[config.mk]
export PLATFORM = sky130hd
export DESIGN_NAME = mips_mc_ctrl_flat
export DESIGN_NICKNAME = d
export VERILOG_FILES = /design/src/rtl/mips_mc_ctrl_pkg.sv /design/src/rtl/mips_mc_ctrl_if.sv /design/src/rtl/mips_mc_ctrl_out_decode.sv /design/src/rtl/mips_mc_ctrl.sv /design/src/flat_wrapper.sv
export SDC_FILE = /design/constraint.sdc
export NUM_CORES = 1
export LEC_CHECK = 0
export ABC_AREA = 1
export ABC_CLOCK_PERIOD_IN_PS = 1400
export CAP_MARGIN = 20
export CORE_MARGIN = 2
export CORE_UTILIZATION = 39
export DETAILED_ROUTE_END_ITERATION = 6
export PLACE_DENSITY = 0.79
export SETUP_SLACK_MARGIN = 0.3
export SYNTH_ARGS = -nofsm -noshare
export SYNTH_HDL_FRONTEND = slang
export SYNTH_SLANG_ARGS = --single-unit
[constraint.sdc]
create_clock -name clk -period 1.4 [get_ports clk]
set_clock_uncertainty 0.2 [all_clocks]
set_input_delay 0.14 -clock clk [delete_from_list [all_inputs] [get_ports clk]]
set_output_delay 0.14 -clock clk [all_outputs]
set_load 0.05 [all_outputs]
[src/rtl/mips_mc_ctrl_pkg.sv]
// Shared encodings for the multi-cycle MIPS control unit: states, opcodes,
// datapath select encodings and the control-strobe bundle.
package mctrl_pkg;

  typedef enum logic [3:0] {
    S_BOOT     = 4'd0,
    S_FETCH    = 4'd1,
    S_DECODE   = 4'd2,
    S_MEM_ADDR = 4'd3,
    S_MEM_RD   = 4'd4,
    S_MEM_WB   = 4'd5,
    S_MEM_WR   = 4'd6,
    S_EXEC     = 4'd7,
    S_R_WB     = 4'd8,
    S_BRANCH   = 4'd9,
    S_JUMP     = 4'd10,
    S_ADDI_EX  = 4'd11,
    S_ADDI_WB  = 4'd12
  } state_e;

  localparam logic [5:0] OP_RTYPE = 6'b000000;
  localparam logic [5:0] OP_LW    = 6'b100011;
  localparam logic [5:0] OP_SW    = 6'b101011;
  localparam logic [5:0] OP_BEQ   = 6'b000100;
  localparam logic [5:0] OP_BNE   = 6'b000101;
  localparam logic [5:0] OP_J     = 6'b000010;
  localparam logic [5:0] OP_ADDI  = 6'b001000;

  localparam logic [1:0] ALU_ADD   = 2'b00;
  localparam logic [1:0] ALU_SUB   = 2'b01;
  localparam logic [1:0] ALU_FUNCT = 2'b10;

  localparam logic [1:0] SRCB_B      = 2'b00;
  localparam logic [1:0] SRCB_FOUR   = 2'b01;
  localparam logic [1:0] SRCB_IMM    = 2'b10;
  localparam logic [1:0] SRCB_IMM_SH = 2'b11;

  localparam logic [1:0] PCS_ALU    = 2'b00;
  localparam logic [1:0] PCS_ALUOUT = 2'b01;
  localparam logic [1:0] PCS_JUMP   = 2'b10;

  typedef struct packed {
    logic       pc_en;
    logic [1:0] pc_source;
    logic       iord;
    logic       mem_read;
    logic       mem_write;
    logic       ir_write;
    logic       mem_to_reg;
    logic       reg_dst;
    logic       reg_write;
    logic       alu_src_a;
    logic [1:0] alu_src_b;
    logic [1:0] alu_op;
  } ctrl_t;

endpackage

[src/rtl/mips_mc_ctrl_if.sv]
// Control/status bundle between the MIPS control unit (master) and datapath
// (slave). Counter signals exist only when MCTRL_PERF_EN is defined.
interface mips_mc_ctrl_if;
  logic [5:0]  opcode;
  logic        zero;
  logic        mem_ready;
  logic        pc_en;
  logic [1:0]  pc_source;
  logic        iord;
  logic        mem_read;
  logic        mem_write;
  logic        ir_write;
  logic        mem_to_reg;
  logic        reg_dst;
  logic        reg_write;
  logic        alu_src_a;
  logic [1:0]  alu_src_b;
  logic [1:0]  alu_op;
  logic        illegal_op;
  logic [3:0]  state;
`ifdef MCTRL_PERF_EN
  logic [31:0] instr_count;
  logic [31:0] cycle_count;
`endif

  modport master (
    input  opcode, zero, mem_ready,
`ifdef MCTRL_PERF_EN
    output instr_count, cycle_count,
`endif
    output pc_en, pc_source, iord, mem_read, mem_write, ir_write,
           mem_to_reg, reg_dst, reg_write, alu_src_a, alu_src_b, alu_op,
           illegal_op, state
  );

  modport slave (
    output opcode, zero, mem_ready,
`ifdef MCTRL_PERF_EN
    input  instr_count, cycle_count,
`endif
    input  pc_en, pc_source, iord, mem_read, mem_write, ir_write,
           mem_to_reg, reg_dst, reg_write, alu_src_a, alu_src_b, alu_op,
           illegal_op, state
  );
endinterface

[src/rtl/mips_mc_ctrl_out_decode.sv]
// Combinational map from (state, opcode, zero, mem_ready) to datapath
// strobes; pc_en/ir_write carry the Mealy terms.
module mctrl_out_decode
  import mctrl_pkg::*;
(
  input  state_e     state_i,
  input  logic [5:0] opcode_i,
  input  logic       zero_i,
  input  logic       mem_ready_i,
  output ctrl_t      ctrl_o
);

  always_comb begin
    ctrl_o = '0;
    unique case (state_i)
      S_FETCH: begin
        ctrl_o.mem_read  = 1'b1;
        ctrl_o.alu_src_b = SRCB_FOUR;
        ctrl_o.ir_write  = mem_ready_i;
        ctrl_o.pc_en     = mem_ready_i;
      end
      S_DECODE:   ctrl_o.alu_src_b = SRCB_IMM_SH;
      S_MEM_ADDR: begin
        ctrl_o.alu_src_a = 1'b1;
        ctrl_o.alu_src_b = SRCB_IMM;
      end
      S_MEM_RD: begin
        ctrl_o.mem_read = 1'b1;
        ctrl_o.iord     = 1'b1;
      end
      S_MEM_WB: begin
        ctrl_o.reg_write  = 1'b1;
        ctrl_o.mem_to_reg = 1'b1;
      end
      S_MEM_WR: begin
        ctrl_o.mem_write = 1'b1;
        ctrl_o.iord      = 1'b1;
      end
      S_EXEC: begin
        ctrl_o.alu_src_a = 1'b1;
        ctrl_o.alu_op    = ALU_FUNCT;
      end
      S_R_WB: begin
        ctrl_o.reg_write = 1'b1;
        ctrl_o.reg_dst   = 1'b1;
      end
      S_BRANCH: begin
        ctrl_o.alu_src_a = 1'b1;
        ctrl_o.alu_op    = ALU_SUB;
        ctrl_o.pc_source = PCS_ALUOUT;
        // bne takes the branch on a non-zero difference
        ctrl_o.pc_en     = (opcode_i == OP_BNE) ? ~zero_i : zero_i;
      end
      S_JUMP: begin
        ctrl_o.pc_en     = 1'b1;
        ctrl_o.pc_source = PCS_JUMP;
      end
      S_ADDI_EX: begin
        ctrl_o.alu_src_a = 1'b1;
        ctrl_o.alu_src_b = SRCB_IMM;
      end
      S_ADDI_WB: ctrl_o.reg_write = 1'b1;
      default: ;
    endcase
  end

endmodule

[src/rtl/mips_mc_ctrl.sv]
// Multi-cycle MIPS control unit: state register, next-state logic, sticky
// illegal-opcode flag; MCTRL_PERF_EN adds instruction and cycle counters.
module mips_mc_ctrl
  import mctrl_pkg::*;
(
  input  logic           clk,
  input  logic           rst_n,
  mips_mc_ctrl_if.master bus
);

  state_e state_q, state_d;
  logic   illegal_q, illegal_d;
  ctrl_t  ctrl;

  always_ff @(posedge clk or negedge rst_n) begin
    if (!rst_n) begin
      state_q   <= S_BOOT;
      illegal_q <= 1'b0;
    end else begin
      state_q   <= state_d;
      illegal_q <= illegal_d;
    end
  end

  always_comb begin
    state_d   = state_q;
    illegal_d = illegal_q;
    unique case (state_q)
      S_BOOT:  state_d = S_FETCH;
      S_FETCH: if (bus.mem_ready) state_d = S_DECODE;
      S_DECODE: begin
        unique case (bus.opcode)
          OP_RTYPE:      state_d = S_EXEC;
          OP_LW, OP_SW:  state_d = S_MEM_ADDR;
          OP_BEQ, OP_BNE: state_d = S_BRANCH;
          OP_J:          state_d = S_JUMP;
          OP_ADDI:       state_d = S_ADDI_EX;
          default: begin
            state_d   = S_FETCH;
            illegal_d = 1'b1;
          end
        endcase
      end
      S_MEM_ADDR: state_d = (bus.opcode == OP_SW) ? S_MEM_WR : S_MEM_RD;
      S_MEM_RD:   if (bus.mem_ready) state_d = S_MEM_WB;
      S_MEM_WR:   if (bus.mem_ready) state_d = S_FETCH;
      S_EXEC:     state_d = S_R_WB;
      S_ADDI_EX:  state_d = S_ADDI_WB;
      S_MEM_WB, S_R_WB, S_ADDI_WB, S_BRANCH, S_JUMP: state_d = S_FETCH;
      default:    state_d = S_BOOT;
    endcase
  end

  mctrl_out_decode u_out_decode (
    .state_i     (state_q),
    .opcode_i    (bus.opcode),
    .zero_i      (bus.zero),
    .mem_ready_i (bus.mem_ready),
    .ctrl_o      (ctrl)
  );

  assign bus.pc_en      = ctrl.pc_en;
  assign bus.pc_source  = ctrl.pc_source;
  assign bus.iord       = ctrl.iord;
  assign bus.mem_read   = ctrl.mem_read;
  assign bus.mem_write  = ctrl.mem_write;
  assign bus.ir_write   = ctrl.ir_write;
  assign bus.mem_to_reg = ctrl.mem_to_reg;
  assign bus.reg_dst    = ctrl.reg_dst;
  assign bus.reg_write  = ctrl.reg_write;
  assign bus.alu_src_a  = ctrl.alu_src_a;
  assign bus.alu_src_b  = ctrl.alu_src_b;
  assign bus.alu_op     = ctrl.alu_op;
  assign bus.illegal_op = illegal_q;
  assign bus.state      = state_q;

`ifdef MCTRL_PERF_EN
  logic [31:0] instr_cnt_q, instr_cnt_d;
  logic [31:0] cycle_cnt_q, cycle_cnt_d;
  logic        retire;

  // Retirement is the return to FETCH from a terminal state; an illegal
  // opcode returns from DECODE and is deliberately excluded.
  always_comb begin
    retire = 1'b0;
    if (state_d == S_FETCH) begin
      unique case (state_q)
        S_MEM_WB, S_MEM_WR, S_R_WB, S_ADDI_WB, S_BRANCH, S_JUMP: retire = 1'b1;
        default: retire = 1'b0;
      endcase
    end
    instr_cnt_d = retire ? instr_cnt_q + 32'd1 : instr_cnt_q;
    cycle_cnt_d = (state_q != S_BOOT) ? cycle_cnt_q + 32'd1 : cycle_cnt_q;
  end

  always_ff @(posedge clk or negedge rst_n) begin
    if (!rst_n) begin
      instr_cnt_q <= '0;
      cycle_cnt_q <= '0;
    end else begin
      instr_cnt_q <= instr_cnt_d;
      cycle_cnt_q <= cycle_cnt_d;
    end
  end

  assign bus.instr_count = instr_cnt_q;
  assign bus.cycle_count = cycle_cnt_q;
`endif

endmodule

[src/flat_wrapper.sv]
// flat-port wrapper written by rule: the top's interface ports become plain ports
module mips_mc_ctrl_flat import mctrl_pkg::*;
  (clk, rst_n, bus_opcode, bus_zero, bus_mem_ready, bus_pc_en, bus_pc_source, bus_iord, bus_mem_read, bus_mem_write, bus_ir_write, bus_mem_to_reg, bus_reg_dst, bus_reg_write, bus_alu_src_a, bus_alu_src_b, bus_alu_op, bus_illegal_op, bus_state);
  mips_mc_ctrl_if bus_i ();
  input  logic clk;
  input  logic rst_n;
  input wire logic [$bits(bus_i.opcode)-1:0] bus_opcode;
  input wire logic [$bits(bus_i.zero)-1:0] bus_zero;
  input wire logic [$bits(bus_i.mem_ready)-1:0] bus_mem_ready;
  output wire logic [$bits(bus_i.pc_en)-1:0] bus_pc_en;
  output wire logic [$bits(bus_i.pc_source)-1:0] bus_pc_source;
  output wire logic [$bits(bus_i.iord)-1:0] bus_iord;
  output wire logic [$bits(bus_i.mem_read)-1:0] bus_mem_read;
  output wire logic [$bits(bus_i.mem_write)-1:0] bus_mem_write;
  output wire logic [$bits(bus_i.ir_write)-1:0] bus_ir_write;
  output wire logic [$bits(bus_i.mem_to_reg)-1:0] bus_mem_to_reg;
  output wire logic [$bits(bus_i.reg_dst)-1:0] bus_reg_dst;
  output wire logic [$bits(bus_i.reg_write)-1:0] bus_reg_write;
  output wire logic [$bits(bus_i.alu_src_a)-1:0] bus_alu_src_a;
  output wire logic [$bits(bus_i.alu_src_b)-1:0] bus_alu_src_b;
  output wire logic [$bits(bus_i.alu_op)-1:0] bus_alu_op;
  output wire logic [$bits(bus_i.illegal_op)-1:0] bus_illegal_op;
  output wire logic [$bits(bus_i.state)-1:0] bus_state;
  assign bus_i.opcode = bus_opcode;
  assign bus_i.zero = bus_zero;
  assign bus_i.mem_ready = bus_mem_ready;
  assign bus_pc_en = bus_i.pc_en;
  assign bus_pc_source = bus_i.pc_source;
  assign bus_iord = bus_i.iord;
  assign bus_mem_read = bus_i.mem_read;
  assign bus_mem_write = bus_i.mem_write;
  assign bus_ir_write = bus_i.ir_write;
  assign bus_mem_to_reg = bus_i.mem_to_reg;
  assign bus_reg_dst = bus_i.reg_dst;
  assign bus_reg_write = bus_i.reg_write;
  assign bus_alu_src_a = bus_i.alu_src_a;
  assign bus_alu_src_b = bus_i.alu_src_b;
  assign bus_alu_op = bus_i.alu_op;
  assign bus_illegal_op = bus_i.illegal_op;
  assign bus_state = bus_i.state;
  mips_mc_ctrl u_core (.clk(clk), .rst_n(rst_n), .bus(bus_i));
endmodule
==> impl_metrics.yaml, run 1 <==
run_status:
  outcome: "stopped before the end"
  lastStage: "clock tree synthesis"
  toolErrorMsg: "[ERROR DPL-0038] Utilization greater than 100%, impossible to legalize"
floorplanning:
  ios: 30
  fp.dieH_um: 43.0
  die_x_um: 43.0
  initial_core_util: 0.402
  num_rows: 14
logic_synthesis:
  synth_largest_area_cell: "dfrtp_1"
  yosysTopAreaCellShare: 0.211
  synth-main-ff-cell: "dfrtp_1"
  syn_inst: 101
  yosys_warnings: 0
  yosys-top-cells-area: "dfrtp_1, nand2_1, nor2_1"
  syn-num-nets: 111
  async_flop_share: 1.00
  ys_seq_area_frac: 0.211
  synth-edff-count: 0
  synth_common_cells: "nand2_1, nor2_1, inv_1"
  synth_most_common_cell: "nand2_1"
  ys_ff_latch: 5
  synthesis.area_um2: 592
  syn_area_per_cell_um2: 5.86
  ys_types: 20
placed_design:
  port_buffers: 29
  dp.cells: 174
  gp_congestion: 0.848
  dp_hpwl_um: 2610
  place_area_um2: 1410
clocking:
  htreeDepth: 1
  post_cts_buffers: 12
  cts_sinks: 5
  cts_max_path_buffers: 2
  post_cts_resized: 42
  cts_root_buf: "clkbuf_4"
  cts_buffers: 3
## per-stage QoR
| stage | util | TNS, ns | hold WS, ns | worst slack, ns |
|---|---|---|---|---|
| floorplan | - | -4.11 | -0.356 | -0.432 |
| detailed placement | 0.957 | -2.98 | 0.178 | -0.414 |
| global placement | 0.957 | -1.70 | 0.171 | -0.325 |
## kinds of logic after synthesis
logic type      share of synthesized area
buf+inv                             0.152
compound gates                      0.156
simple gates                        0.480
flops                               0.211
==> run 2, diff against run 1 <==
CORE_AREA = 2 2 63 65   (was unset)
CORE_MARGIN = unset   (was 2)
CORE_UTILIZATION = unset   (was 39)
DIE_AREA = 0 0 65 67   (was unset)
PLACE_DENSITY = unset   (was 0.79)
PLACE_DENSITY_LB_ADDON = 0.15   (was unset)
SETUP_SLACK_MARGIN = unset   (was 0.3)
==> run 2 against run 1 <==
Against the previous run: the flow now finishes, with violations (setup timing); synthesized cell count stayed put; synthesized area unchanged.
==> impl_metrics.yaml, run 2 <==
run_status:
  outcome: "finished with violations"
  violations: "setup timing"
logic_synthesis:
  synth-main-ff-cell: "dfrtp_1"
  synth-edff-count: 0
  synth_largest_area_cell: "dfrtp_1"
  synth_common_cells: "nand2_1, nor2_1, inv_1"
  async_flop_share: 1.00
  ys_seq_area_frac: 0.211
  yosys_warnings: 0
  ys_ff_latch: 5
  syn_inst: 101
  syn-num-nets: 111
  syn_area_per_cell_um2: 5.86
  yosysTopAreaCellShare: 0.211
  ys_types: 20
  synthesis.area_um2: 592
  yosys-top-cells-area: "dfrtp_1, nand2_1, nor2_1"
  synth_most_common_cell: "nand2_1"
setup_path:
  cp-startpoint: "u_core.bus.state[2]"
  crit_slowest_cell: "dfrtp_2"
  path_cells: "buf_4 > buf_6 > buf_6 > o21ai_4 > buf_12"
  slowest_delay_ns: 0.46
  regToRegStartpoint: "u_core.bus.state[2]"
  required_ns: 1.06
  crit_type: "reg2out"
  cp_max_fo: 4
  crit_top_cell: "buf_6"
  cp.arrival_ns: 1.39
  critPathLaunchType: "flip-flop"
  cp-end-kind: "primary output"
grt:
  grt.overflow.total: 0
  grt_first_pass_wirelength_um: 3860
  grt.total_usage: 0.117
  antenna_found_initial: 0
  grt_pass1_vias: 894
  grt_max_degree: 7
final_layout:
  final_cell_mix: "buf_4, buf_12, nand2_1, nor2_4, buf_6"
  num_antenna_cells: 0
  drive_gt1_frac: 0.719
  layout.cells.non_filler: 226
  largest_reg_flops: 4
  fin_util: 0.509
  area_delta_synth_final_pct: 210
  final_common_cell: "buf_4"
  finalNetCount: 189
clocking:
  cts_tree: "done"
  clk_pin_slew_ns: 0.04
  cts_sinks: 5
  cts_max_path_buffers: 2
  cts_root_buf: "clkbuf_8"
  cts_buffers: 3
  htreeDepth: 1
  clkLatencyLatePin_ns: 0.22
power:
  peakVddDrop_v: 0.000993
  power.leakage_nw: 0.848
  p_per_area_nw_per_um2: 1930
  p_total_mw: 3.54
routing:
  drcViolationCount: 0
  totalWireLength_um: 2450
  drtPass1Iterations: 4
  ant_nets: 0
  post_drt_wl_per_cell_um: 10.8
  vias: 906
  first_iter_violations: 12
  avgViaCountPerCell: 4.01
hold_path:
  min_from: "bus_opcode[3]"
  hold_path.class: "in2reg"
floorplanning:
  die_area_um2: 4360
  die_x_um: 65
  num_rows: 22
  ios: 30
  core_um2: 3610
  initial_core_util: 0.164
  fp.dieH_um: 67
job:
  drv_cap: 0
placed_design:
  gp_congestion: 0.809
  place_ws_ns: -0.375
  dp.cells: 208
  dp_hpwl_um: 1880
  port_buffers: 29
timing:
  period_needed_ns: 1.73
  layout_setup_ws_ns: -0.327
  finalSetupTns_ns: -4.06
  fin_crit_sh: 1.23
  setup_viol: 21
  finalHoldViolCount: 0
  max_freq_mhz: 579
  rsz0062_at_grt: "yes"
  slew_headroom: 0.826
  tightest_slew_ns: 0.261
  slew_viol_final: 0
==> run 2: cell counts after synthesis <==
Identical to the previous run, type by type.
==> run 2: area by class of cell <==
type                    instances  area [µm²]
multi-input cells              73         606
repair buffers                 74         895
inverters                      22         100
clock buffers                   4        45.0
flip-flops and latches          5         130
fillers                       331        1770
well taps                      48        60.1
==> run 2: stage by stage <==
stage / hold slack (ns) / instance area [µm²]
after floorplan: -0.356 / 688
after global placement: 0.185 / 1480
after detailed placement: 0.193 / 1480
after CTS: 0.319 / 1680
after global routing: 0.336 / 1840
final: 0.300 / 1840
==> run 2: report_power, final <==
group          leakage, nW  switching, mW  internal [mW]  total, mW
combinational        0.770           1.56           1.43       3.00
clock               0.0228         0.0732          0.196      0.269
sequential          0.0551         0.0762          0.197      0.273
total                0.848           1.71           1.83       3.54
==> run 2: timing repair <==
action / 4_1_cts / 5_1_grt
buffers inserted: 6 / 8
hold buffers: 1 / 0
resized for setup: 35 / 27
pin swaps: 19 / 14
endpoints found under the hold margin: 5 / 0
setup endpoints to repair: 20 / 21
==> run 2: worst paths after layout <==
check | depth (start not counted) | slack, ns | end
max | 5 | -0.33 | bus_alu_src_b[1]
min | 5 | 0.30 | u_core.bus.illegal_op
max reg2reg | 8 | -0.11 | u_core.bus.state[0]
min reg2reg | 1 | 0.32 | u_core.bus.illegal_op
max in group asynchronous | 2 | 0.27 | u_core.bus.state[0]
min in group asynchronous | 2 | 0.50 | u_core.bus.illegal_op
==> run 2: critical path, delay by kind of cell, from the launching register on <==
family	cells	cell delay, ns
flip-flops	1	0.46
AO/OA/AOI/OAI	1	0.17
buffers and inverters	4	0.53
==> run 2: routing by layer <==
metal	wire, µm	global-route usage	part of all wire
met4	21	0.0479	0.0086
met3	78	0.0186	0.032
met5	0	0	0
met2	1430	0.220	0.58
met1	918	0.130	0.37
==> run 2: logic make-up after synthesis <==
group	Yosys count	share of synthesized area
compound gates	13	0.156
buf+inv	23	0.152
flops	5	0.211
simple gates	60	0.480
No activity file was read; power rests on OpenSTA's default activity.
